$ cat config.mk
export PLATFORM = sky130hd
export DESIGN_NAME = md_unit
export DESIGN_NICKNAME = d
export VERILOG_FILES = /design/src/rtl/md_unit.sv
export SDC_FILE = /design/constraint.sdc
export NUM_CORES = 2
export LEC_CHECK = 0
export ABC_AREA = 1
export BUFFER_PORTS_ARGS = -buffer_cell sky130_fd_sc_hd__buf_2
export CAP_MARGIN = 15
export CORE_MARGIN = 2
export CORE_UTILIZATION = 45
export CTS_CLUSTER_DIAMETER = 200
export DETAILED_ROUTE_END_ITERATION = 6
export SYNTH_ARGS = -nofsm -noshare
export SYNTH_HDL_FRONTEND = slang
export SYNTH_SLANG_ARGS = --single-unit
$ cat constraint.sdc
create_clock -name clk -period 8.02 [get_ports clk]
set_input_delay 0 -clock clk [delete_from_list [all_inputs] [get_ports clk]]
set_output_delay 0 -clock clk [all_outputs]
set_load 0.05 [all_outputs]
$ cat src/rtl/md_unit.sv
// md_unit: multiply/divide unit for the five-stage MIPS pipeline.
// Owns HI/LO, runs MULT/MULTU (and DIV/DIVU) behind a busy flag, serves
// MTHI/MTLO writes and MFHI/MFLO reads, and raises md_hazard for the
// hazard unit.
// Optional feature macro: MDU_DIV_EN (divide hardware; when undefined,
// md_op 3/4 behave as NONE).
//
// state | meaning
// IDLE  | nothing in flight; MTHI/MTLO and new MULT/DIV accepted
// RUN   | multi-cycle op counting down; result parked in res_hi/res_lo

module md_unit #(
    parameter int MULT_CYCLES = 5,
    parameter int DIV_CYCLES  = 10
) (
    input  logic        clk,
    input  logic        reset,
    input  logic        start,
    input  logic [2:0]  md_op,
    input  logic [31:0] rs_val,
    input  logic [31:0] rt_val,
    input  logic        rd_hi,
    output logic        busy,
    output logic        md_hazard,
    output logic [31:0] md_out,
    output logic [31:0] hi,
    output logic [31:0] lo
);

    localparam logic [3:0] MULT_LOAD = 4'(MULT_CYCLES);
    localparam logic [3:0] DIV_LOAD  = 4'(DIV_CYCLES);

    localparam logic [2:0] OP_MULT  = 3'd1;
    localparam logic [2:0] OP_MULTU = 3'd2;
`ifdef MDU_DIV_EN
    localparam logic [2:0] OP_DIV   = 3'd3;
    localparam logic [2:0] OP_DIVU  = 3'd4;
`endif
    localparam logic [2:0] OP_MTHI  = 3'd5;
    localparam logic [2:0] OP_MTLO  = 3'd6;

    typedef enum logic {
        IDLE = 1'b0,
        RUN  = 1'b1
    } state_t;

    state_t      state;
    state_t      state_nxt;
    logic [3:0]  cnt;
    logic [31:0] res_hi;
    logic [31:0] res_lo;
    logic        commit;

    logic        is_mult;
    logic        is_div;
    logic        is_long;
    logic        mul_signed;
    logic [63:0] mul_a;
    logic [63:0] mul_b;
    logic [63:0] prod;
    logic [31:0] calc_hi;
    logic [31:0] calc_lo;
    logic        calc_wr;

`ifdef MDU_DIV_EN
    logic        div_signed;
    logic        a_neg;
    logic        b_neg;
    logic        div_zero;
    logic [31:0] a_mag;
    logic [31:0] b_mag;
    logic [31:0] q_mag;
    logic [31:0] r_mag;
    logic [31:0] quo;
    logic [31:0] rem;
`endif

    // Decode which issued op needs the multi-cycle path
    always_comb begin
        is_mult = start & ((md_op == OP_MULT) | (md_op == OP_MULTU));
`ifdef MDU_DIV_EN
        is_div  = start & ((md_op == OP_DIV) | (md_op == OP_DIVU));
`else
        is_div  = 1'b0;
`endif
        is_long = is_mult | is_div;
    end

    // 64-bit product; sign- or zero-extension makes one multiplier serve both
    always_comb begin
        mul_signed = (md_op == OP_MULT);
        mul_a      = {{32{mul_signed & rs_val[31]}}, rs_val};
        mul_b      = {{32{mul_signed & rt_val[31]}}, rt_val};
        prod       = mul_a * mul_b;
    end

`ifdef MDU_DIV_EN
    // Sign-magnitude divide: quotient truncates toward zero, remainder takes
    // the dividend's sign; the magnitude form also handles 0x80000000 / -1.
    always_comb begin
        div_signed = (md_op == OP_DIV);
        a_neg      = div_signed & rs_val[31];
        b_neg      = div_signed & rt_val[31];
        a_mag      = a_neg ? (~rs_val + 32'd1) : rs_val;
        b_mag      = b_neg ? (~rt_val + 32'd1) : rt_val;
        div_zero   = (rt_val == 32'd0);
        q_mag      = 32'd0;
        r_mag      = 32'd0;
        if (!div_zero) begin
            q_mag = a_mag / b_mag;
            r_mag = a_mag % b_mag;
        end
        quo = (a_neg ^ b_neg) ? (~q_mag + 32'd1) : q_mag;
        rem = a_neg ? (~r_mag + 32'd1) : r_mag;
    end
`endif

    // Select the value to park; divide by zero still runs but writes nothing
    always_comb begin
        calc_hi = prod[63:32];
        calc_lo = prod[31:0];
        calc_wr = 1'b1;
`ifdef MDU_DIV_EN
        if (is_div) begin
            calc_hi = rem;
            calc_lo = quo;
            calc_wr = ~div_zero;
        end
`endif
    end

    // State register
    always_ff @(posedge clk) begin
        if (!reset) state <= IDLE;
        else        state <= state_nxt;
    end

    // Next-state logic
    always_comb begin
        state_nxt = state;
        case (state)
            IDLE: if (is_long)      state_nxt = RUN;
            RUN:  if (cnt == 4'd1)  state_nxt = IDLE;
        endcase
    end

    // Outputs: busy from state, hazard raised in the issue cycle itself
    always_comb begin
        busy      = (state == RUN);
        md_hazard = busy | is_long;
        md_out    = rd_hi ? hi : lo;
    end

    // HI/LO, countdown and parked result; HI/LO only change on completion
    always_ff @(posedge clk) begin
        if (!reset) begin
            hi     <= 32'd0;
            lo     <= 32'd0;
            cnt    <= 4'd0;
            res_hi <= 32'd0;
            res_lo <= 32'd0;
            commit <= 1'b0;
        end else begin
            case (state)
                IDLE: begin
                    if (is_long) begin
                        cnt    <= is_div ? DIV_LOAD : MULT_LOAD;
                        res_hi <= calc_hi;
                        res_lo <= calc_lo;
                        commit <= calc_wr;
                    end else if (start && (md_op == OP_MTHI)) begin
                        hi <= rs_val;
                    end else if (start && (md_op == OP_MTLO)) begin
                        lo <= rs_val;
                    end
                end
                RUN: begin
                    cnt <= cnt - 4'd1;
                    if ((cnt == 4'd1) && commit) begin
                        hi <= res_hi;
                        lo <= res_lo;
                    end
                end
            endcase
        end
    end

endmodule

# After elaboration in Yosys (flattened, before gate mapping)

Cells that the tools add are included.

Output and inout port bits: 98
Flip-flop bits (word level): 134
Word-level logic and storage cells: 47
Input bits: 71

Multipliers: 1
Add/subtract/negate cells: 1
Reduce and logical (&&, ||, !) cells: 6
Muxes and demuxes: 15
Bitwise logic cells: 6
Equality and inequality tests: 11

Operators by type and width:

| kind                                             | number |
|---|---|
| 2-to-1 mux 32 bit                                | 8 |
| one-hot mux 32 bit (2 select lines)              | 2 |
| multiplier 33 x 33 -> 64 bit                     | 1 |
| != test 2 bit, second input constant             | 5 |
| one-hot mux 4 bit (2 select lines)               | 1 |
| == test 3 bit, second input constant             | 2 |
| == test 4 x 1 -> 1 bit, second input constant    | 1 |
| 2-to-1 mux 4 bit                                 | 1 |
| AND reduction 4 bit                              | 1 |
| subtractor 4 x 1 -> 4 bit, second input constant | 1 |
| bitwise AND 1 bit                                | 3 |
| == test 3 x 1 -> 1 bit, second input constant    | 1 |
| == test 3 x 2 -> 1 bit, second input constant    | 1 |
| logical AND 1 bit                                | 3 |
| AND reduction 3 bit                              | 1 |
| 2-to-1 mux 1 bit                                 | 2 |
| != test 2 x 1 -> 1 bit, second input constant    | 1 |
| bitwise OR 1 bit                                 | 2 |
| one-hot mux 1 bit (2 select lines)               | 1 |
| AND reduction 2 bit                              | 1 |
| NOT 1 bit                                        | 1 |

# Depth between registers and ports, before layout

Depth after elaboration: 6
Gate-level depth with buffers: 37
Mapped depth without buffers: 35

# Worst setup path after synthesis

No wires, ideal clock.

Path kind: input to register
Start point: input md_op[1]
End point: register res_hi[19]
Path buffers: 2
Data required time: 7.906 ns
Data arrival time: 7.211 ns
Slack: 0.695 ns
Library setup time: 0.114 ns
Stages: 31
Path through: inv_1 > nand2_1 > nor2_2 > inv_1 > clkbuf_1 > clkbuf_1 > nor2_1 > fa_1 > fa_1 > fa_1 > inv_1 > fa_1 > inv_1 > fa_1 > fa_1 > inv_1 > fa_1 > fa_1 > inv_1 > ha_1 > nand2_1 > nor2_1 > inv_1 > nor2_1 > inv_1 > nor2_1 > nand3_1 > nand3_1 > nor2_1 > o21bai_1 > inv_1

Cells in the longest elaborated chain, start to end: 4
Elaborated cells on any way between the ends: 8
Classes of those cells: mul (1); eq/ne (2); bitwise (4); reduce/logical (1)

Ends and longest elaborated chain:

| item                                                                                 | RTL line | source |
|---|---|---|
| from (decl)                                                                          | 19       | `input logic [2:0] md_op,` |
| parallel branches: the longest is 4 deep, another holds multiplier 33 x 33 -> 64 bit | n/a      |  |
| to (signal assigned)                                                                 | 168      | `res_hi <= calc_hi;` |
| to (decl)                                                                            | 50       | `logic [31:0] res_hi;` |

Parallel ways; which one is timed is not known.
A chain may end at the register's enable or synchronous reset.

# Final worst setup path

Start point: input rt_val[19]
End point: register res_hi[7]

Cells in the longest elaborated chain, start to end: 1

Ends and longest elaborated chain:

| item                         | RTL line | source |
|---|---|---|
| from (decl)                  | 21       | `input logic [31:0] rt_val,` |
| multiplier 33 x 33 -> 64 bit | 94       | `prod = mul_a * mul_b;` |

No other way between the ends.

==> results.sh <==
export IMPL_cts_buffers=17
export IMPL_place_inst=7099
export IMPL_start_util_pct=45.35
export IMPL_clkTransAtPathRegs_ps=70
export IMPL_clk_latency_ps=430
export IMPL_finish_instance_area_um2=48520
export IMPL_netlist_cell_type_count=37
export IMPL_drv_cap=0
export IMPL_nets=7231
export IMPL_gp_congestion=1.001
export IMPL_grt_overflow=0
export IMPL_cp_arrival_ps=7710
export IMPL_synthArstFlopShare_pct=0
export IMPL_fin_crit_ps=7334
export IMPL_critPathKind="in2reg"
export IMPL_synthCells=5769
export IMPL_status="completed"
export IMPL_dieArea_um2=103200
export IMPL_startpoint_type="primary input"
export IMPL_maxSlewViolCount=0
export IMPL_die_h_um=321.2
export IMPL_dr_pass1_iters=5
export IMPL_routedWlPerCell_um=20.12
export IMPL_dpl_instance_area_um2=47900
export IMPL_track_usage_pct=28.90
export IMPL_critPathLaunch="rt_val[19]"
export IMPL_detail_route_antenna_nets=0
export IMPL_min_from="md_op[2]"
export IMPL_core_um2=99860
export IMPL_ios=169
export IMPL_clockRootBuffer="clkbuf_16"
export IMPL_r2r_start="busy"
export IMPL_hpwl_um=122100
export IMPL_ys_ff_latch=134
export IMPL_clock_fmax_mhz=136.4
export IMPL_layout_common_cells="inv_1, nand2_1, fa_1"
export IMPL_htreeDepth=4
export IMPL_cts_resized=0
export IMPL_rows=116
export IMPL_syn_area_um2=45280
export IMPL_grt_antenna_before_repair=6
export IMPL_setup_tns_ps=0
export IMPL_synthesis_nets=7179
export IMPL_die_x_um=321.2
export IMPL_crit_fanout=32
export IMPL_area_delta_synth_final_pct=7.142
export IMPL_grt_max_degree=72
export IMPL_rsz0062_at_grt="no"
export IMPL_drive_gt1_share_pct=6.908
export IMPL_min_period_over_period_pct=91.45
export IMPL_syn_avg_cell_area_um2=7.850
export IMPL_synth_edff_count=0
export IMPL_numPortBuffers=168
export IMPL_ys_warn_count=0
export IMPL_grt_pass1_vias=38690
export IMPL_drt_total_wl_um=143500
export IMPL_endpoint_kind="flip-flop"
export IMPL_grt_pass1_wl_um=227600
export IMPL_cp_required_ps=8400
export IMPL_hp_class="in2reg"
export IMPL_numClockSinks=134
export IMPL_finalHoldViolCount=0
export IMPL_final_common_cell="inv_1"
export IMPL_via_per_inst=5.095
export IMPL_ctsLongestPathBuffers=2
export IMPL_fill_cells=9928
export IMPL_setup_viol=0
export IMPL_seq_area_frac_synth_pct=5.924
export IMPL_ys_flop_type="dfxtp_1"
export IMPL_tightest_slew_ps=1011
export IMPL_finClkSkew_ps=9.720
export IMPL_drtIter0Drc=2757
export IMPL_fin_cells=7134
export IMPL_drc_errors=0
export IMPL_vias=36350
export IMPL_cts_tree="built"
export IMPL_slew_limit_headroom_pct=32.50
==> routing by layer <==
metal  vias up  track usage [%]  part of all wire (%)
li1      16360                -                     -
met1     18630            38.69                    42
met2      1187            50.06                    49
met3       171            2.985                   5.9
met4         4            7.664                   3.1
met5         -                0                 0.018
==> what timing repair did <==
action                    4_1_cts  5_1_grt
hold endpoints to repair        1        0
buffers inserted                0        0
hold buffers                    1        0
==> path summary, 6_finish.rpt <==
check	cells past startpoint	slack (ps)	to
max	27	690	res_hi[7]
min	6	80	cnt[0]
max reg2reg	6	5410	lo[10]
min reg2reg	2	450	res_lo[6]
==> area by class of cell <==
class | instances | area (um^2) | share of cell area, %
Multi-Input combinational cell | 3643 | 35100 | 72.35
Inverter | 1703 | 6392 | 13.18
Sequential cell | 134 | 2683 | 5.529
Timing Repair Buffer | 322 | 2112 | 4.353
Tap cell | 1298 | 1624 | 3.347
Clock buffer | 20 | 456.7 | 0.9413
Clock inverter | 12 | 145.1 | 0.2991
Antenna cell | 2 | 5.005 | 0.01032
==> synthesized netlist by cell type (2+ instances only) <==
master / n / area share, %
xnor2_1: 7 / 0.14
a21oi_2: 3 / 0.058
nor2_2: 17 / 0.23
or2_2: 8 / 0.11
a21o_1: 2 / 0.033
o211ai_1: 3 / 0.050
xor2_1: 27 / 0.52
nand2_1: 1441 / 12
o21bai_1: 18 / 0.30
buf_1: 5 / 0.041
nor3_1: 10 / 0.11
a31oi_1: 34 / 0.47
inv_2: 8 / 0.066
nand3_1: 89 / 0.98
nand2_2: 4 / 0.055
nand3_2: 7 / 0.15
o21ai_1: 19 / 0.21
o21a_1: 20 / 0.33
fa_1: 1125 / 50
clkbuf_1: 266 / 2.2
buf_2: 16 / 0.18
dfxtp_1: 134 / 5.9
o21bai_2: 2 / 0.050
nor2_1: 191 / 1.6
inv_1: 1695 / 14
a21oi_1: 157 / 1.7
nand4_1: 12 / 0.17
ha_1: 214 / 5.9
o21ai_0: 225 / 2.5
and2_1: 3 / 0.041
==> registers in the layout (all words and copies together) (netlist names) <==
| signal | flops |
|---|---|
| hi | 32 |
| res_lo | 32 |
| res_hi | 32 |
| busy | 1 |
| commit | 1 |
| lo | 32 |
| cnt | 4 |
==> critical path: stages <==
cell and delay, ps:
buf_2 660, nand2_1 170, fa_1 550, inv_1 50, fa_1 530, inv_1 50
fa_1 490, fa_1 560, inv_1 50, fa_1 470, inv_1 50, fa_1 460
fa_1 490, inv_1 50, fa_1 490, ha_1 400, a21oi_1 330, o21ai_0 260
a21oi_1 350, nand3_1 170, buf_4 180, nand2_1 50, nand2_1 110, xor2_1 380
buf_4 200, o21bai_1 60, inv_1 70
==> metrics by stage <==
stage / setup WS [ps] / hold WS [ps] / utilization, %
CTS: 671.4 / 61.61 / 48.58
finish: 686.0 / 77.99 / 48.59
detailed placement: 288.1 / 435.8 / 47.97
floorplan: 695.0 / 160.9 / -
global route: 403.1 / 123.5 / 48.59
global placement: 292.4 / 432.1 / 47.97
==> kinds of logic after synthesis <==
logic type | share of synthesized area (%)
flip-flops | 5.924
buffers and inverters | 16.58
AND/OR/NAND/NOR | 15.46
AO/OA/AOI/OAI | 5.736
XOR/XNOR | 0.6576
adder cells (fa/ha/maj) | 55.65
Power is left out: the tool's default activity adds up to more than one toggle a clock period on the data nets, which glitch-free logic cannot reach.
